**src/rtl/riscv_pipe_pkg.sv**
```systemverilog
// riscv_pipe_pkg: shared pipeline control encoding for the decode/execute boundary.
package riscv_pipe_pkg;
    typedef struct packed {
        logic       regwrite;
        logic       memread;
        logic       memwrite;
        logic       memtoreg;
        logic       branch;
        logic       alusrc;
        logic [1:0] aluop;
    } ctrl_t;

    localparam logic [1:0] ALUOP_ADD    = 2'b00;
    localparam logic [1:0] ALUOP_BRANCH = 2'b01;
    localparam logic [1:0] ALUOP_RTYPE  = 2'b10;
    localparam logic [1:0] ALUOP_ITYPE  = 2'b11;

    localparam ctrl_t BUBBLE_CTRL = '0;
endpackage

```
**src/rtl/load_use_detect.sv**
```systemverilog
// load_use_detect: flags a load in EX whose destination is read by the instruction in ID.
module load_use_detect #(
    parameter int REG_AW = 5
) (
    input  logic              ex_valid,
    input  logic              ex_memread,
    input  logic [REG_AW-1:0] ex_rd,
    input  logic              id_valid,
    input  logic              id_uses_rs1,
    input  logic              id_uses_rs2,
    input  logic [REG_AW-1:0] id_rs1,
    input  logic [REG_AW-1:0] id_rs2,
    output logic              hazard_stall
);
    assign hazard_stall = ex_valid && ex_memread && (ex_rd != '0) && id_valid &&
                          ((id_uses_rs1 && ex_rd == id_rs1) || (id_uses_rs2 && ex_rd == id_rs2));
endmodule

```
**src/rtl/id_ex_stage_reg.sv**
```systemverilog
// id_ex_stage_reg: ID/EX pipeline register with load-use bubbling, flush and hold.
// Define ID_WB_BYPASS_EN to forward same-cycle writeback data into the captured operands.
module id_ex_stage_reg
    import riscv_pipe_pkg::*;
#(
    parameter int XLEN   = 32,
    parameter int REG_AW = 5
) (
    input  logic              clk,
    input  logic              reset,
    input  logic              id_valid,
    input  logic [XLEN-1:0]   id_pc,
    input  logic [REG_AW-1:0] id_rs1,
    input  logic [REG_AW-1:0] id_rs2,
    input  logic [REG_AW-1:0] id_rd,
    input  logic              id_uses_rs1,
    input  logic              id_uses_rs2,
    input  logic [XLEN-1:0]   id_rdata1,
    input  logic [XLEN-1:0]   id_rdata2,
    input  logic [XLEN-1:0]   id_imm,
    input  logic [3:0]        id_funct,
    input  logic [7:0]        id_ctrl,
    input  logic              flush,
    input  logic              hold,
    input  logic              wb_regwrite,
    input  logic [REG_AW-1:0] wb_rd,
    input  logic [XLEN-1:0]   wb_data,
    output logic              hazard_stall,
    output logic              ex_valid,
    output logic [XLEN-1:0]   ex_pc,
    output logic [XLEN-1:0]   ex_rdata1,
    output logic [XLEN-1:0]   ex_rdata2,
    output logic [XLEN-1:0]   ex_imm,
    output logic [REG_AW-1:0] ex_rs1,
    output logic [REG_AW-1:0] ex_rs2,
    output logic [REG_AW-1:0] ex_rd,
    output logic [3:0]        ex_funct,
    output logic [7:0]        ex_ctrl
);
    ctrl_t ex_c;
    logic  bubble, byp1, byp2;

    assign ex_ctrl = ex_c;

    load_use_detect #(.REG_AW(REG_AW)) u_load_use_detect (
        .ex_valid     (ex_valid),
        .ex_memread   (ex_c.memread),
        .ex_rd        (ex_rd),
        .id_valid     (id_valid),
        .id_uses_rs1  (id_uses_rs1),
        .id_uses_rs2  (id_uses_rs2),
        .id_rs1       (id_rs1),
        .id_rs2       (id_rs2),
        .hazard_stall (hazard_stall)
    );

    // An invalid ID slot is captured as a bubble so forwarding never matches it.
    assign bubble = flush || (!hold && (hazard_stall || !id_valid));

`ifdef ID_WB_BYPASS_EN
    assign byp1 = wb_regwrite && wb_rd != '0 && wb_rd == id_rs1;
    assign byp2 = wb_regwrite && wb_rd != '0 && wb_rd == id_rs2;
`else
    logic unused_wb;
    assign unused_wb = ^{wb_regwrite, wb_rd, wb_data};
    assign byp1 = 1'b0;
    assign byp2 = 1'b0;
`endif

    always_ff @(posedge clk or posedge reset) begin
        if (reset) begin
            ex_valid  <= 1'b0;
            ex_pc     <= '0;
            ex_rdata1 <= '0;
            ex_rdata2 <= '0;
            ex_imm    <= '0;
            ex_rs1    <= '0;
            ex_rs2    <= '0;
            ex_rd     <= '0;
            ex_funct  <= '0;
            ex_c      <= BUBBLE_CTRL;
        end else if (bubble) begin
            ex_valid  <= 1'b0;
            ex_pc     <= '0;
            ex_rdata1 <= '0;
            ex_rdata2 <= '0;
            ex_imm    <= '0;
            ex_rs1    <= '0;
            ex_rs2    <= '0;
            ex_rd     <= '0;
            ex_funct  <= '0;
            ex_c      <= BUBBLE_CTRL;
        end else if (!hold) begin
            ex_valid  <= 1'b1;
            ex_pc     <= id_pc;
            ex_rdata1 <= byp1 ? wb_data : id_rdata1;
            ex_rdata2 <= byp2 ? wb_data : id_rdata2;
            ex_imm    <= id_imm;
            ex_rs1    <= id_rs1;
            ex_rs2    <= id_rs2;
            ex_rd     <= id_rd;
            ex_funct  <= id_funct;
            ex_c      <= ctrl_t'(id_ctrl);
        end
    end
endmodule

```
**config.mk**
```make
export PLATFORM = sky130hd
export DESIGN_NAME = id_ex_stage_reg
export DESIGN_NICKNAME = d
export VERILOG_FILES = /design/src/rtl/riscv_pipe_pkg.sv /design/src/rtl/load_use_detect.sv /design/src/rtl/id_ex_stage_reg.sv
export SDC_FILE = /design/constraint.sdc
export NUM_CORES = 1
export LEC_CHECK = 0
export ABC_AREA = 1
export BUFFER_PORTS_ARGS = -buffer_cell sky130_fd_sc_hd__buf_2
export CORE_AREA = 4 4 136 138
export CTS_BUF_LIST = sky130_fd_sc_hd__clkbuf_4 sky130_fd_sc_hd__clkbuf_8 sky130_fd_sc_hd__clkbuf_16
export CTS_CLUSTER_SIZE = 40
export DETAILED_ROUTE_END_ITERATION = 7
export DIE_AREA = 0 0 140 142
export GPL_TIMING_DRIVEN = 0
export PLACE_DENSITY = 0.73
export SYNTH_ARGS = -nofsm -noshare
export SYNTH_HDL_FRONTEND = slang
export SYNTH_SLANG_ARGS = --single-unit
```
**constraint.sdc**
```tcl
create_clock -name clk -period 4.9 [get_ports clk]
set_input_delay 0.245 -clock clk [delete_from_list [all_inputs] [get_ports clk]]
set_output_delay 0.245 -clock clk [all_outputs]
set_load 0.05 [all_outputs]
```
## Word-level counts from Yosys, hierarchy flattened

Index checks and enable logic that the tools add are counted.

- Eq/ne operators: 3
- Multiplexer cells: 20
- Reduce and logical (&&, ||, !) cells: 13

Operator list:

| kind | number |
|---|---|
| $mux 32 | 8 |
| $mux 5 | 6 |
| $mux 8 | 2 |
| $eq 5x5->1 | 2 |
| $mux 4 | 2 |
| $logic_and 1x1->1 | 7 |
| $reduce_bool 5->1 | 1 |
| $logic_or 1x1->1 | 3 |
| $logic_not 1->1 | 2 |
| $mux 1 | 2 |
| $ne 2x1->1 const B | 1 |

- Bits in registers: 156
- Bits of input ports: 200
- Output and inout port bits: 157
- Logic and storage cells: 52

## Depth between registers and ports, before layout

- Depth in word-level cells: 8
- Gate-level depth with buffers: 11

## Hierarchy

A second synthesis with hierarchy kept.

- Cell total of the unflattened synthesis: 733
- Area total of the unflattened synthesis: 6381.1 µm²

Modules (own cells, without submodules):

| module | times used | cells an instance | area each (µm²) |
|---|---|---|---|
| id_ex_stage_reg | 1 | 681 | 6168.4 |
| load_use_detect | 1 | 52 | 212.7 |

## Worst setup path after synthesis

No wires, ideal clock.

- Path kind: register to output
- From: register ex_rd[1]
- To: output port hazard_stall
- Data arrival time: 1657 ps
- Data required time: 4655 ps
- Setup slack: 2998 ps
- Stages on the path, launching flop included: 10
- Buffers on the path: 1
- Cell sequence: dfrtp_1 -> inv_1 -> nand2_1 -> nand2_1 -> nor2_1 -> nand3_1 -> nand2_1 -> nand2_2 -> buf_2 -> inv_1

- Word-level cells in the longest chain between the ends: 4

Ends and longest elaborated chain:

| what | line | text |
|---|---|---|
| start, declared | id_ex_stage_reg.sv:36 | `output logic [REG_AW-1:0] ex_rd,` |
| start signal, assigned | id_ex_stage_reg.sv:101 | `ex_rd <= id_rd;` |
| $eq 5x5->1 or $reduce_bool 5->1 (tied branches) | load_use_detect.sv:16, load_use_detect.sv:15 |  |
| $logic_and 1x1->1, on equally long branches | load_use_detect.sv:16, load_use_detect.sv:15 |  |
| $logic_or 1x1->1 or $logic_and 1x1->1 (tied branches) | load_use_detect.sv:16, load_use_detect.sv:15 |  |
| $logic_and 1x1->1 (*) | load_use_detect.sv:15 | `assign hazard_stall = ex_valid && ex_memread && (ex_rd != '0) && id_valid &&` |
| end, declared | id_ex_stage_reg.sv:28 | `output logic hazard_stall,` |

Every way passes the cells marked *; elsewhere a longest branch is shown, timed or not.

## Worst setup path in the final report

- From: register ex_rd[2]
- To: output port hazard_stall

Same word-level chain as after synthesis.

==> results.md <==
- Resize count post-CTS: 0
- Peak Freq: 469 MHz
- DRT Pass-1 Iters: 5
- Slew of the pin with the lowest slew margin: about 840 ps
- Met1 wire length: approximately 8500 um
- Final max-slew violation count: 0
- Critical Path Sink Type: primary output
- Design area: about 9000 um^2
- Sink Count: 156
- Mapped Area: about 6400 um^2
- Initial antenna violation count: 0
- Worst endpoint data arrival time: 1890 ps
- Register area: 3900 um^2
- P_leak: ~5.6 nW
- Critical path type: reg2out
- Critical path fanouts, max: 10
- Power per Cell Area: between 300 and 400 nW/um^2
- Cts hold-fix bufs: 1
- Number of global-route vias before repair: about 6100
- Post-synth top area share: 60.7%
- First-pass GRT wire length: 33000 um
- Switching part of the total power: 28.1%
- Nets: about 1300
- Post-Syn Instances: 740
- Hold path depth: 3
- Worst-path clk slew: about 70 ps
- Fin util: a little over half
- Launch point of the worst path: ex_rd[2]$_DFFE_PP0P_
- Comb pwr share: a little over an eighth
- Post-detail-place hpwl: between 15000 and 20000 um
- RSZ-0062 raised after global routing: no
- Placer congestion estimate: ~0.85
- Total Routing Usage GR: between 20% and 30%
- Port buffer count: roughly 320
- Die area: between 15000 and 20000 um^2
- Post-CTS setup buffer count: 0
- R2R Path End: ex_rdata1[31]$_DFFE_PP0P_
- DRT antenna net count: 0
- Fin crit share: a little over two fifths
- Largest net degree at the start of global routing: 90
- Clk pwr share: 43.8%
- Net count after synthesis: 940
- Worst Skew: about 8.5 ps
- Final wirelength: between 20000 and 25000 um
- Worst relative slew slack: 43.7%
- IO Pins: ~360
- DRT iter0 DRCs: 247
- Rows: 48
- N_diodes: 0
- FILL cells: 1610
- TritonCTS clock tree: yes
- Root Driver: clkbuf_16
- DRC violations left: 0
- Starting Density: 37.4%
- Vias: ~6300
- Post-synthesis sequential area ratio: about three fifths
- Sequential power share: between 40 and 50%
- Fin. Hold Viols: 0
- DP Area: about 8300 um^2
- Int Power: ~2.3 mW
- YS warnings: 0
- Met3 Wirelength: 1930 um
- Final Critical Period: ~2100 ps
- Synth Register Bits: ~160
- Die Ht: about 140 um
- Max clock buf depth: 2
- Drt wl/cell: approximately 16 um
- Met2 WL: roughly 10000 um
- Peak supply drop: roughly 0.22 mV
- Synth top area cells: dfrtp_1 61%, nand2_1 20%, nand3_1 12%
- Area Growth Syn to Fin: 39.4%
- Unique masters post-synth: 13
- Hold Startpoint: id_rdata1[25]
- Vias per inst: approximately 4.8
- Die width: about 140 um
- Status: completed
- R2r setup slk: about 3300 ps
- Clk Latency, worst-skew pair: between 400 and 500 ps
- Number of buffers created by CTS: 17
- Hold Path Class: in2reg
- NetSw: about 0.9 mW
- Setup violators final: 0
- Required @ worst endpoint: about 4700 ps
- Syn Area/Cell: slightly below 9 um^2
- RR Startpoint: ex_rd[2]$_DFFE_PP0P_
- Max-Cap Viols: 0
- H-tree depth: 4
- Critical Path Start Type: flip-flop
- DR top layer: met4
- Multi-input gate area: around 2100 um^2
- Share of layout cells above drive strength 1: 35.1%
- Hold Slack: 47.8 ps
- Dominant cell type by area after synthesis: dfrtp_1
- CORE AREA: between 15000 and 20000 um^2
- Worst r2r path cells: 11
- GRT overflow: 0
- Worst hold endpoint: ex_rdata1[25]$_DFFE_PP0P_
power by group through the flow:
stage                     combinational, mW  sequential [mW]  clock [mW]
final                                 0.440             1.36        1.40
after global routing                  0.473             1.37        1.50
after CTS                             0.445             1.36        1.43
after detailed placement              0.444             1.39           0
after global placement                0.437             1.39           0
after floorplan                       0.103             1.56           0
cell type report:
| class | instances | share of cell area [%] |
|---|---|---|
| clock buffer | 17 | 4.75 |
| buffer | 52 | 3.63 |
| sequential | 156 | 43.6 |
| clock inverter | 13 | 2.14 |
| multi-input combinational | 514 | 23.8 |
| timing repair buffer | 320 | 18.2 |
| tap | 225 | 3.14 |
| inverter | 18 | 0.810 |
how the worst max path moves through the flow:
stage,end,slack (ps),cells past startpoint
after floorplan,ex_ctrl[0]$_DFFE_PP0P_,450,1
after global placement,ex_rdata1[22]$_DFFE_PP0P_,-1360,2
after detailed placement,ex_rdata1[4]$_DFFE_PP0P_,2690,7
after CTS,hazard_stall,2720,10
after global routing,hazard_stall,2570,10
final,hazard_stall,2770,10
state kept, by name, summed over array words and instances, names as in the netlist:
register,count
ex_rdata1,32
ex_rs1,5
ex_ctrl,8
ex_funct,4
ex_pc,32
ex_rs2,5
ex_rd,5
ex_rdata2,32
ex_valid,1
ex_imm,32
metrics by stage:
step	setup slack (ps)	TNS, ps	total power, mW	cells
final	2770	0	3.21	1315
after global routing	2570	0	3.34	1315
after CTS	2720	0	3.24	1315
after detailed placement	2690	0	1.83	1284
after global placement	-1360	-210650	1.82	1283
after floorplan	448	0	1.66	740
critical path: stages, from the launching register on:
cell,delay (ps)
dfrtp_1,420
inv_1,100
nand2_1,60
nand2_1,50
nor2_1,100
nand3_1,70
nand2_1,80
nand2_2,70
buf_2,200
inv_1,70
buf_2,250
placed cells by master, fill, tap and decap left out, drive strengths merged:
cell type	synthesis	layout
buf	35	354
nand2	344	344
nand3	157	157
dfrtp	156	156
clkbuf	17	34
inv	18	22
nor2	11	11
bufinv	0	4
clkinvlp	0	3
nand4	2	2
clkinv	0	2
dlygate4sd3	0	1
cells by family after synthesis:
kind of cell / after synthesis / share of synthesized area, %
buf+inv: 70 / 6.11
flops: 156 / 60.7
simple gates: 514 / 33.2
cells in the mapped netlist:
library cell  instances
buf_6                14
inv_2                 2
nand3_1             157
buf_4                 2
clkbuf_1             17
nand4_1               2
inv_1                16
nand2_1             343
buf_1                 5
dfrtp_1             156
buf_2                14
nand2_2               1
nor2_1               11
routing by layer:
metal,global-route usage [%],up-vias
met4,7.96,0
li1,-,3027
met5,0,-
met1,26.5,2911
met2,33.8,287
met3,6.52,29
Note: power is estimated with default switching activity, not from simulation.
